## config.mk

```make
export PLATFORM = sky130hd
export DESIGN_NAME = mem_access_unit
export DESIGN_NICKNAME = d
export VERILOG_FILES = /design/src/rtl/mem_access_unit.sv
export SDC_FILE = /design/constraint.sdc
export NUM_CORES = 1
export LEC_CHECK = 0
export CORE_MARGIN = 2
export CORE_UTILIZATION = 40
export CTS_CLUSTER_DIAMETER = 30
export DETAILED_ROUTE_END_ITERATION = 16
export PLACE_DENSITY = 0.83
export SYNTH_ARGS = -nofsm -noshare
export SYNTH_HDL_FRONTEND = slang
export SYNTH_SLANG_ARGS = --single-unit
```

## constraint.sdc

```tcl
create_clock -name clk -period 5.45 [get_ports clk]
set_clock_uncertainty 0.05 [all_clocks]
set_input_delay 1.09 -clock clk [delete_from_list [all_inputs] [get_ports clk]]
set_output_delay 1.09 -clock clk [all_outputs]
set_load 0.05 [all_outputs]
```

## src/rtl/mem_access_unit.sv

```systemverilog
// rtl/mem_access_unit.sv - load/store unit mapping byte/half/word requests onto word-only datamem
// Sub-word stores use a read-modify-write pair; misaligned requests are flagged and suppressed.
module mem_access_unit #(
  parameter int ADDR_WORDS = 512
) (
  input  logic        clk,
  input  logic        reset,
  input  logic        req_read,
  input  logic        req_write,
  input  logic [1:0]  size,
  input  logic        unsigned_ld,
  input  logic [31:0] addr,
  input  logic [31:0] wdata,
  output logic        stall,
  output logic [31:0] load_data,
  output logic        misaligned,
  output logic        dm_MemRead,
  output logic        dm_MemWrite,
  output logic [31:0] dm_Addr,
  output logic [31:0] dm_Wdata,
  input  logic [31:0] dm_Rdata
);

  localparam int IDX_W = $clog2(ADDR_WORDS);

  typedef enum logic [0:0] {
    IDLE   = 1'b0,
    RMW_WR = 1'b1
  } state_t;

  state_t      state, next_state;
  logic [31:0] merge_q, merge_d;
  logic [31:0] index_q, index_d;

  logic [31:0] word_index;
  logic        active;
  logic        aligned;
  logic        sub_word;
  logic [7:0]  byte_sel;
  logic [15:0] half_sel;
  logic [31:0] extended;
  logic [31:0] merged;
  logic        unused_addr_bits;

  // Upper address bits fall away in the modulo-ADDR_WORDS wrap.
  assign word_index       = {{(32-IDX_W){1'b0}}, addr[IDX_W+1:2]};
  assign unused_addr_bits = ^addr[31:IDX_W+2];

  assign active   = req_read | req_write;
  assign sub_word = (size == 2'b00) || (size == 2'b01);

  always_comb begin
    aligned = 1'b1;
    case (size)
      2'b00:   aligned = 1'b1;
      2'b01:   aligned = ~addr[0];
      default: aligned = (addr[1:0] == 2'b00);
    endcase
  end

  // Big-endian lanes: offset 0 is the most significant byte.
  always_comb begin
    byte_sel = 8'h00;
    case (addr[1:0])
      2'b00: byte_sel = dm_Rdata[31:24];
      2'b01: byte_sel = dm_Rdata[23:16];
      2'b10: byte_sel = dm_Rdata[15:8];
      2'b11: byte_sel = dm_Rdata[7:0];
    endcase
    half_sel = addr[1] ? dm_Rdata[15:0] : dm_Rdata[31:16];
  end

  always_comb begin
    extended = dm_Rdata;
    case (size)
      2'b00:   extended = {{24{~unsigned_ld & byte_sel[7]}}, byte_sel};
      2'b01:   extended = {{16{~unsigned_ld & half_sel[15]}}, half_sel};
      default: extended = dm_Rdata;
    endcase
  end

  always_comb begin
    merged = dm_Rdata;
    if (size == 2'b00) begin
      case (addr[1:0])
        2'b00: merged[31:24] = wdata[7:0];
        2'b01: merged[23:16] = wdata[7:0];
        2'b10: merged[15:8]  = wdata[7:0];
        2'b11: merged[7:0]   = wdata[7:0];
      endcase
    end else if (addr[1]) begin
      merged[15:0] = wdata[15:0];
    end else begin
      merged[31:16] = wdata[15:0];
    end
  end

  always_comb begin
    next_state  = state;
    merge_d     = merge_q;
    index_d     = index_q;
    stall       = 1'b0;
    misaligned  = 1'b0;
    load_data   = 32'h0;
    dm_MemRead  = 1'b0;
    dm_MemWrite = 1'b0;
    dm_Addr     = 32'h0;
    dm_Wdata    = 32'h0;
    case (state)
      IDLE: begin
        if (active) begin
          if (!aligned) begin
            misaligned = 1'b1;
          end else if (req_write && sub_word) begin
            dm_MemRead = 1'b1;
            dm_Addr    = word_index;
            stall      = 1'b1;
            merge_d    = merged;
            index_d    = word_index;
            next_state = RMW_WR;
          end else if (req_write) begin
            dm_MemWrite = 1'b1;
            dm_Addr     = word_index;
            dm_Wdata    = wdata;
          end else begin
            dm_MemRead = 1'b1;
            dm_Addr    = word_index;
            load_data  = extended;
          end
        end
      end
      RMW_WR: begin
        // A reset landing here drops the pending write.
        dm_MemWrite = ~reset;
        dm_Addr     = index_q;
        dm_Wdata    = merge_q;
        next_state  = IDLE;
      end
      default: next_state = IDLE;
    endcase
  end

  always_ff @(posedge clk) begin
    if (reset) begin
      state   <= IDLE;
      merge_q <= 32'h0;
      index_q <= 32'h0;
    end else begin
      state   <= next_state;
      merge_q <= merge_d;
      index_q <= index_d;
    end
  end

endmodule

```

==> metrics <==
run status=finished, final reports clean; GRT met2 Usage=46.2%; Slowest Stage Delay on Critical Path=0.73 ns; Sequential Power Share=34.2%; WP depth=6; Worst Reg-to-Reg Cells=7; post-synthesis cell count=419; global-route usage over all layers=27.0%; Critical-path top delay cell=clkdlybuf4s50_1; Hold WC Path Type=register to register; Top FF cell, synth=dfxtp_1; Clk network pwr share=20.9%; met1 Resource Use GR=33.0%; Layout Cells excl Fill=651; cell row count=32; setup slack after layout=0.830 ns; Die Y=94.0 um; die area=0.00883 mm2; Final period util=84.8%; Top-Level Pins=203; filler instances=621; ys async rst share=0%; Hold Path Cell Cnt=2; Leak=2.27 nW; Yosys cell types=42; RR Startpoint=state; Clock Path Buffers=2; Hold Worst Slack=0.406 ns; Yosys warnings=0; most common cell after layout, fill and taps aside=clkdlybuf4s50_1; Final GP Congestion=0.889; first-pass GRT wire length=18.9 mm; final WL=12.1 mm; Post-Syn Area=0.00324 mm2; Die X=94.0 um; Post-synth EDFFs=0; family with the most delay on the worst path=simple AND/OR/NAND/NOR gates; # hold bufs at CTS=0; WP data arrival=3.48 ns; crit path cell chain=clkdlybuf4s50_1, or2_1, nor3_2, a221oi_1, a21oi_1, buf_12; reg2reg setup slack=3.02 ns; # nets final=651; CTS resizes=0; combinational fraction of design power=45.0%; Max-Cap Viols=0; Synth-to-Final Area Change=71.2%; Ant. Diodes=0; initial antenna violation count=0; drt via density=5.88; register bit count reported by yosys=42; Post CTS Setup Buffer Count=0; layout cells sized above 1=20.2%; CTS H-Tree Depth=2; antenna-violating nets left=0; Max Fclk=0.216 GHz; layer with the highest usage=met2; initial cell density of the core=41.7%; crit path from=size[0]; via count of the routed design=3831; WP buf/inv=2; vias in the first global route=3755; core area=0.00777 mm2; DR iter-0 viols=362; Max Slew Vio Count=0; register area share after synthesis=26.0%; power density over the cells=178 mW/mm2; Hold Vio Cnt, Final=0; Syn Area/Cell=7.73 um2; kind of end point of the critical path=output port; CTS tree=yes; DP Worst Slack=0.892 ns; setup_tns=0 ns; CTS sink count=42; type of origin of the critical path=input pin; Peak VDD IR=0.101 mV; worst r2r dst=merge_q[26]; DRT Pass-1 Iters=5; max_slew headroom=38.6%; Final setup viols=0; Clock transition at path regs=0.08 ns; gr ovfl total=0; hpwl dp=9.17 mm; Setup CP Type=input pin to output port; WL/cell=18.5 um; Sw Ratio=38.5%; Root Driver=clkbuf_8; Critical Path RT=4.31 ns; hold path start=merge_q[28]; met3 Use GR=6.26%; worst skew pair latency=0.30 ns; critical path endpoint=load_data[6]; CP max FO=16; RSZ-0062 raised after global routing=no; Final min period=4.62 ns; port bufs=158; Placed Instances=643; largest net degree at the start of global routing=58; Worst-Margin Slew=0.921 ns; commonest cells after routing, fill and taps aside=clkdlybuf4s50_1 (82), buf_12 (75), nand2_1 (57); internal power=606 uW; DRC=0; Net Switching=379 uW; CTS Buf Count=5
## power by group through the flow
| stage | combinational, mW | clock, mW | sequential [mW] |
|---|---|---|---|
| after floorplan | 0.257 | 0 | 0.337 |
| after global placement | 0.435 | 0 | 0.343 |
| after detailed placement | 0.441 | 0 | 0.344 |
| after CTS | 0.442 | 0.209 | 0.337 |
| after global routing | 0.465 | 0.221 | 0.339 |
| final | 0.443 | 0.206 | 0.337 |
## how the worst min path moves through the flow
| stage | endpoint | slack, ns |
|---|---|---|
| floorplan | merge_q[10] | 0.38 |
| global placement | merge_q[8] | 0.39 |
| detailed placement | index_q[0] | 0.40 |
| CTS | index_q[0] | 0.41 |
| global route | merge_q[28] | 0.43 |
| finish | merge_q[28] | 0.41 |
## logic make-up after synthesis
family | share of synthesized area [%]
AND/OR/NAND/NOR | 16.7
buffers and inverters | 13.2
flip-flops | 26.0
multiplexers | 6.26
other | 0.116
AO/OA/AOI/OAI | 37.8
## synthesized netlist by cell type, drive strengths merged (3+ instances only)
cell type  count  area share [%]
a311oi         9             2.6
o21ai          7             1.1
nor3           3            0.62
nor2          22             2.6
mux2i          9             2.8
mux2          10             3.5
a22o          41              11
nand2b         4             1.0
a21o          18             4.2
o221ai        16             4.3
a31oi          5            0.97
a211oi         8             1.9
nand3         14             2.2
nand2         58             6.8
and3           8             1.5
dfxtp         42              26
clkbuf        21             2.4
o22a           8             2.2
a221oi        10             2.7
buf           46             9.7
a21oi         37             5.7
inv            9             1.0
## worst reg2reg max path: stages (launching register included)
cell,delay [ns]
dfxtp_2,0.61
a211oi_1,0.33
nand2_1,0.08
buf_4,0.22
clkinv_1,0.10
buf_4,0.45
o221ai_1,0.31
a21oi_1,0.21
## per-stage QoR
stage | area [um2] | total power, mW | util, %
finish | 5540 | 0.985 | 71.4
global route | 5540 | 1.03 | 71.4
CTS | 5540 | 0.988 | 71.4
detailed placement | 5450 | 0.784 | 70.2
global placement | 5450 | 0.778 | 70.2
floorplan | 3320 | 0.594 | -
## flip-flops by register name, indices dropped and copies added, names as in the netlist
| register | count |
|---|---|
| index_q | 9 |
| merge_q | 32 |
| state | 1 |
## routing by layer
layer  share of wire (%)  wire [um]  vias to the layer above
met2                  49       5880                      202
met5                   0          0                        -
met3                 8.4       1020                       32
li1                    -          -                     1782
met1                  40       4810                     1815
met4                 2.9        353                        0
## area by class of cell
type | count | area [um2] | area share, %
Timing Repair Buffer | 167 | 2400 | 43.3
Multi-Input combinational cell | 323 | 2050 | 37.0
Sequential cell | 42 | 842 | 15.2
Tap cell | 102 | 128 | 2.30
Clock buffer | 5 | 68.8 | 1.24
Inverter | 9 | 33.8 | 0.609
Clock inverter | 3 | 21.3 | 0.384
No activity file was read; power rests on OpenSTA's default activity.
